[src/rtl/mul_seq_ctrl_if.sv]
// Operand/result handshake bundle for mul_seq_ctrl: the source drives the
// operands and the consumer drives out_ready (master); the multiplier is the slave.
interface mul_seq_ctrl_if #(
   parameter int unsigned WIDTH = 8
);
   logic               in_valid;
   logic               in_ready;
   logic [WIDTH-1:0]   in_a;
   logic [WIDTH-1:0]   in_b;
   logic               out_valid;
   logic               out_ready;
   logic [2*WIDTH-1:0] out_p;

   modport master (
      output in_valid, in_a, in_b, out_ready,
      input  in_ready, out_valid, out_p
   );

   modport slave (
      input  in_valid, in_a, in_b, out_ready,
      output in_ready, out_valid, out_p
   );
endinterface

[src/rtl/mul_seq_ctrl.sv]
// Iterative radix-4 unsigned multiplier: two partial products per cycle folded into
// a carry-save accumulator by a 4:2 ha/fa compressor. Option: MUL_SEQ_EARLY_EXIT_EN.
module ha (
   input  logic a,
   input  logic b,
   output logic s,
   output logic co
);
   assign s  = a ^ b;
   assign co = a & b;
endmodule

module fa (
   input  logic a,
   input  logic b,
   input  logic ci,
   output logic s,
   output logic co
);
   assign s  = a ^ b ^ ci;
   assign co = (a & b) | (a & ci) | (b & ci);
endmodule

module mul_seq_ctrl #(
   parameter int unsigned WIDTH = 8
) (
   input  logic           clk,
   input  logic           rst_n,
   input  logic           clr,
   mul_seq_ctrl_if.slave  bus,
   output logic           busy
);
   localparam int unsigned PW = 2 * WIDTH;
   localparam int unsigned SW = $clog2(WIDTH / 2);
   localparam logic [SW-1:0] LAST_STEP = SW'(WIDTH / 2 - 1);

   typedef enum logic [1:0] {IDLE, ACCUM, RESOLVE, DONE} state_t;

   state_t          state, state_nx;
   logic [WIDTH-1:0] a_r, b_r;
   logic [PW-1:0]   sum_r, carry_r, out_p_r;
   logic [SW-1:0]   step;
   logic            acc_done;

   logic [PW-1:0]   a_ext, pp0, pp1, cs_s;
   logic [PW-2:0]   s1, c1, cs_c;

   assign a_ext = {{WIDTH{1'b0}}, a_r};
   assign pp0   = (a_ext & {PW{b_r[0]}}) << {step, 1'b0};
   assign pp1   = (a_ext & {PW{b_r[1]}}) << {step, 1'b1};

   // Two fa rows per column; carries leaving the top column are dropped (mod 2^PW),
   // so the top column reduces to a plain parity of its five inputs.
   for (genvar i = 0; i < PW; i++) begin : g_col
      if (i == PW - 1) begin : g_top
         assign cs_s[i] = sum_r[i] ^ carry_r[i] ^ pp0[i] ^ pp1[i] ^ c1[i-1];
      end else begin : g_cell
         fa u_fa0 (.a(sum_r[i]), .b(carry_r[i]), .ci(pp0[i]), .s(s1[i]), .co(c1[i]));
         if (i == 0) begin : g_lsb
            ha u_ha1 (.a(s1[i]), .b(pp1[i]), .s(cs_s[i]), .co(cs_c[i]));
         end else begin : g_mid
            fa u_fa1 (.a(s1[i]), .b(pp1[i]), .ci(c1[i-1]), .s(cs_s[i]), .co(cs_c[i]));
         end
      end
   end

`ifdef MUL_SEQ_EARLY_EXIT_EN
   assign acc_done = (step == LAST_STEP) || (b_r[WIDTH-1:2] == '0);
`else
   assign acc_done = (step == LAST_STEP);
`endif

   always_comb begin
      state_nx = state;
      case (state)
         IDLE:    if (bus.in_valid) state_nx = ACCUM;
         ACCUM:   if (acc_done) state_nx = RESOLVE;
         RESOLVE: state_nx = DONE;
         DONE:    if (bus.out_ready) state_nx = IDLE;
         default: state_nx = IDLE;
      endcase
      if (clr) state_nx = IDLE;
   end

   always_ff @(posedge clk) begin
      if (!rst_n) begin
         state   <= IDLE;
         a_r     <= '0;
         b_r     <= '0;
         sum_r   <= '0;
         carry_r <= '0;
         step    <= '0;
         out_p_r <= '0;
      end else begin
         state <= state_nx;
         case (state)
            IDLE: begin
               if (bus.in_valid) begin
                  a_r     <= bus.in_a;
                  b_r     <= bus.in_b;
                  sum_r   <= '0;
                  carry_r <= '0;
                  step    <= '0;
               end
            end
            ACCUM: begin
               sum_r   <= cs_s;
               carry_r <= {cs_c, 1'b0};
               b_r     <= b_r >> 2;
               if (!acc_done) step <= step + SW'(1);
            end
            RESOLVE: out_p_r <= sum_r + carry_r;
            default: ;
         endcase
      end
   end

   assign bus.in_ready  = (state == IDLE);
   assign bus.out_valid = (state == DONE);
   assign bus.out_p     = out_p_r;
   assign busy          = (state != IDLE);
endmodule

[src/flat_wrapper.sv]
// flat-port wrapper written by rule: the top's interface ports become plain ports
module mul_seq_ctrl_flat 
#(
   parameter int unsigned WIDTH = 8
)
  (clk, rst_n, clr, busy, bus_in_valid, bus_in_a, bus_in_b, bus_out_ready, bus_in_ready, bus_out_valid, bus_out_p);
  mul_seq_ctrl_if #(.WIDTH(WIDTH)) bus_i ();
  input  logic clk;
  input  logic rst_n;
  input  logic clr;
  output logic busy;
  input wire logic [$bits(bus_i.in_valid)-1:0] bus_in_valid;
  input wire logic [$bits(bus_i.in_a)-1:0] bus_in_a;
  input wire logic [$bits(bus_i.in_b)-1:0] bus_in_b;
  input wire logic [$bits(bus_i.out_ready)-1:0] bus_out_ready;
  output wire logic [$bits(bus_i.in_ready)-1:0] bus_in_ready;
  output wire logic [$bits(bus_i.out_valid)-1:0] bus_out_valid;
  output wire logic [$bits(bus_i.out_p)-1:0] bus_out_p;
  assign bus_i.in_valid = bus_in_valid;
  assign bus_i.in_a = bus_in_a;
  assign bus_i.in_b = bus_in_b;
  assign bus_i.out_ready = bus_out_ready;
  assign bus_in_ready = bus_i.in_ready;
  assign bus_out_valid = bus_i.out_valid;
  assign bus_out_p = bus_i.out_p;
  mul_seq_ctrl #(.WIDTH(WIDTH)) u_core (.clk(clk), .rst_n(rst_n), .clr(clr), .bus(bus_i), .busy(busy));
endmodule
[config.mk]
export PLATFORM = sky130hd
export DESIGN_NAME = mul_seq_ctrl_flat
export DESIGN_NICKNAME = d
export VERILOG_FILES = /design/src/rtl/mul_seq_ctrl_if.sv /design/src/rtl/mul_seq_ctrl.sv /design/src/flat_wrapper.sv
export SDC_FILE = /design/constraint.sdc
export NUM_CORES = 1
export LEC_CHECK = 0
export CAP_MARGIN = 20
export CORE_AREA = 2 2 133 70
export DETAILED_ROUTE_END_ITERATION = 6
export DIE_AREA = 0 0 135 72
export GPL_TIMING_DRIVEN = 0
export PLACE_DENSITY = 0.7
export SLEW_MARGIN = 30
export SYNTH_ARGS = -nofsm -noshare
export SYNTH_HDL_FRONTEND = slang
export SYNTH_SLANG_ARGS = --single-unit
[constraint.sdc]
create_clock -name clk -period 6.6 [get_ports clk]
set_input_delay 0.66 -clock clk [delete_from_list [all_inputs] [get_ports clk]]
set_output_delay 0.66 -clock clk [all_outputs]
set_load 0.05 [all_outputs]
==> parameters.txt <==
Parameter                              Value

Setup path
  Combined buffer and inverter count along the critical path    3
  Origin of the critical flop-to-flop path    u_core.step[0]
  Cell breakdown of the critical path    clkbuf_1, buf_2, mux2i_1, mux2i_1, and2_1, fa_1, inv_1, fa_1, nor2_1, a21oi_1, nor2_1
  Critical path startpoint category    flop
  Endpoint type of the worst setup path    flop
  Crit path arrival time    approximately 3.2 ns
  Path depth of the worst reg2reg path    11
  Setup slack of the most critical reg-to-reg path    3.64 ns
  Worst Setup Path Type    reg2reg
  Endpoint of the lowest-slack register-to-register path    u_core.sum_r[6]
  Largest delay contributor family on the critical path    adder cells
  Critical path peak fanout    10
  CP peak stage delay    0.53 ns
  Required time of the critical path    between 6 and 7 ns
  Crit-path slowest cell    sky130_fd_sc_hd__fa_1

Synthesis
  Most area-hungry cell type in the Yosys netlist    sky130_fd_sc_hd__dfxtp_1
  Mean Syn Cell Area    8.32 µm²
  Count of flip-flops with a built-in enable after synthesis    0
  Syn nets    between 500 and 600
  Flop and latch count out of synthesis    66
  Count of mapped cells out of synthesis    506
  Number of warning messages in the yosys log    0
  Fraction of post-synthesis cell area in the top cell type by area    0.314
  Commonest register cell after synthesis    sky130_fd_sc_hd__dfxtp_1
  Count of cell types in the netlist    48
  Netlist Area Pre-Place    4210 µm²
  Synth top area cells    sky130_fd_sc_hd__dfxtp_1 (31%), sky130_fd_sc_hd__fa_1 (13%), sky130_fd_sc_hd__nor2_1 (7.0%)
  Sequential share of the synthesized area    0.314
  Fraction of registers with async set or reset after synthesis    0

Floorplanning
  Die width    135 µm
  Die span in y    72 µm
  Placeable core region    8530 µm²
  Effective utilization at floorplan    0.493
  I/O pins    40
  Area of the die    approximately 9700 µm²
  Std-Cell Rows    24

Place
  Instance count after placement with tap cells included    662
  Routability-driven placement congestion ratio    approximately 0.87
  I/O Buffers    39
  Half-perimeter wire length of the detailed placement result    7670 µm

STA
  Setup repair after global routing missed its margin    false
  Top achievable clock speed    0.338 GHz
  Max-slew violation count    0
  Post-route setup TNS    0 ns
  Tcrit/Tclk final    0.448
  Max-Slew Margin vs Limit    0.548
  Final worst clock skew    0.00486 ns
  Worst Max-Slew Pin Slew    0.677 ns
  Post-route minimum period    2.96 ns
  Setup-failing EPs final    0
  Final count of hold timing violations    0

Global route
  GR Overflow Total    0
  Gr usage total    0.225
  First-pass GRT wire length    16900 µm
  Initial antenna violation count    0
  Pin count of the biggest net entering global routing    13
  Number of global-route vias before repair    3390

Cells and area
  Final Non-Filler Cells    about 680
  Number of inserted diodes    0
  Signed area change from the synthesized netlist to the final layout    19.2%
  Share of cells above drive strength 1    0.0695
  Number of fill cells    797
  Number of nets at the end of the flow    624

Worst hold path
  Worst min-delay path endpoint    u_core.a_r[5]
  Worst hold-check path type    reg2reg
  Hold-critical path depth    2
  Min-Delay Startpoint    u_core.a_r[5]

Clocking
  Max Buffers Root-to-Sink    2
  Cell at the root of the clock tree    sky130_fd_sc_hd__clkbuf_16
  Worst skew pair latency    between 0.3 and 0.4 ns
  Total clock buffers created by CTS    9
  # clock sinks    66
  Post-CTS Setup Inserts    0
  TritonCTS clock tree    done
  PostCTS Resize Cnt    0
  Hold buffer count at cts    0
  CTS H-tree lvls    3
  Clk slew on worst S/H paths    0.06 ns

Routing
  Iteration count of the initial detailed-routing pass    5
  Detail Route Antenna Nets    0
  Sum of routed wire length over all layers    a little over 10000 µm
  DR vias    about 3600
  Number of vias per cell    5.32
  Detailed Route Iter0 Violations    243
  Routed length per instance    between 10 and 15 µm
  Residual DRC    0

Power
  P_leak    0.00196 µW
  P per Cell Area    ~190 nW/µm²
  Peak supply drop    0.126 mV

Job
  Number of maximum-capacitance violations    0

Run status
  Result of the run    complete, no violations
stage by stage:
step / hold slack (ns) / utilization / cell area, µm² / setup slack [ns] / power (µW)
after detailed placement: 0.458 / 0.556 / 4740 / 3.69 / 520
after global routing: 0.491 / 0.588 / 5020 / 3.50 / 981
after floorplan: 0.443 / - / 4210 / 3.96 / 483
after global placement: 0.437 / 0.556 / 4740 / 3.70 / 518
final: 0.466 / 0.588 / 5020 / 3.64 / 944
after CTS: 0.469 / 0.588 / 5020 / 3.65 / 949
final cells by class:
| cell class | count | area (µm²) | share of cell area |
|---|---|---|---|
| multi-input combinational | 367 | 2600 | 0.518 |
| sequential | 66 | 1320 | 0.263 |
| timing repair buffer | 39 | 390 | 0.0778 |
| clock buffer | 9 | 225 | 0.0449 |
| inverter | 46 | 173 | 0.0344 |
| tap | 117 | 146 | 0.0292 |
| buffer | 27 | 115 | 0.0229 |
| clock inverter | 7 | 46.3 | 0.00923 |
power breakdown:
| part | internal [µW] | total, µW | leakage, µW | switching [µW] |
|---|---|---|---|---|
| clock | 252 | 432 | 0.000127 | 180 |
| combinational | 36.4 | 97.5 | 0.00130 | 61.1 |
| sequential | 408 | 414 | 0.000535 | 6.43 |
| total | 696 | 944 | 0.00196 | 248 |
cells in the mapped netlist (all sizes together) (12+ instances only):
| cell type | number |
|---|---|
| nor2 | 78 |
| a22oi | 21 |
| dfxtp | 66 |
| a21oi | 40 |
| fa | 27 |
| clkbuf | 15 |
| o21ai | 17 |
| mux2i | 17 |
| buf | 12 |
| nand2 | 49 |
| ha | 20 |
| inv | 46 |
cells in the final DEF (no fill, tap or decap), types with 17 or more instances in the layout:
cell type / synthesis / layout
sky130_fd_sc_hd__o21ai_0: 17 / 17
sky130_fd_sc_hd__fa_1: 27 / 27
sky130_fd_sc_hd__clkdlybuf4s50_1: 0 / 39
sky130_fd_sc_hd__inv_1: 46 / 46
sky130_fd_sc_hd__mux2i_1: 17 / 17
sky130_fd_sc_hd__nor2_1: 78 / 78
sky130_fd_sc_hd__a22oi_1: 21 / 21
sky130_fd_sc_hd__a21oi_1: 39 / 39
sky130_fd_sc_hd__nand2_1: 49 / 49
sky130_fd_sc_hd__dfxtp_1: 66 / 66
sky130_fd_sc_hd__ha_1: 20 / 20
worst max-delay path by stage:
stage	from	to	slack (ns)	depth (start not counted)
finish	u_core.step[0]	u_core.sum_r[6]	3.64	11
global route	u_core.step[0]	u_core.sum_r[6]	3.50	11
CTS	u_core.step[0]	u_core.sum_r[6]	3.65	11
detailed placement	u_core.step[0]	u_core.sum_r[6]	3.69	11
global placement	u_core.step[0]	u_core.sum_r[6]	3.70	11
floorplan	u_core.step[0]	u_core.sum_r[6]	3.96	11
sequential cells by signal, summed over array words and instances, names as in the netlist:
name,flops
u_core.bus.out_p,16
u_core.b_r,8
u_core.carry_r,14
u_core.a_r,8
u_core.sum_r,16
u_core.step,2
u_core.state,2
tightest hold or removal path: stages (launching register included):
cell                      delay, ns
sky130_fd_sc_hd__dfxtp_1       0.31
sky130_fd_sc_hd__nand2_1       0.05
sky130_fd_sc_hd__a21oi_1       0.05
kinds of logic (layout without fill, tap and decap cells):
group / count (synthesis) / after routing / share of synthesized area
AO/OA/AOI/OAI: 111 / 111 / 0.172
XOR/XNOR: 7 / 7 / 0.0146
adder cells (fa/ha/maj): 47 / 47 / 0.188
buffers and inverters: 73 / 128 / 0.0684
flip-flops: 66 / 66 / 0.314
multiplexers: 20 / 20 / 0.0485
AND/OR/NAND/NOR: 182 / 182 / 0.195
metal layers:
layer  part of all wire  track usage
met1               0.51        0.334
met2               0.39        0.312
met3              0.091       0.0727
met4             0.0082       0.0613
met5                  0            0
No activity file was read; power rests on OpenSTA's default activity.
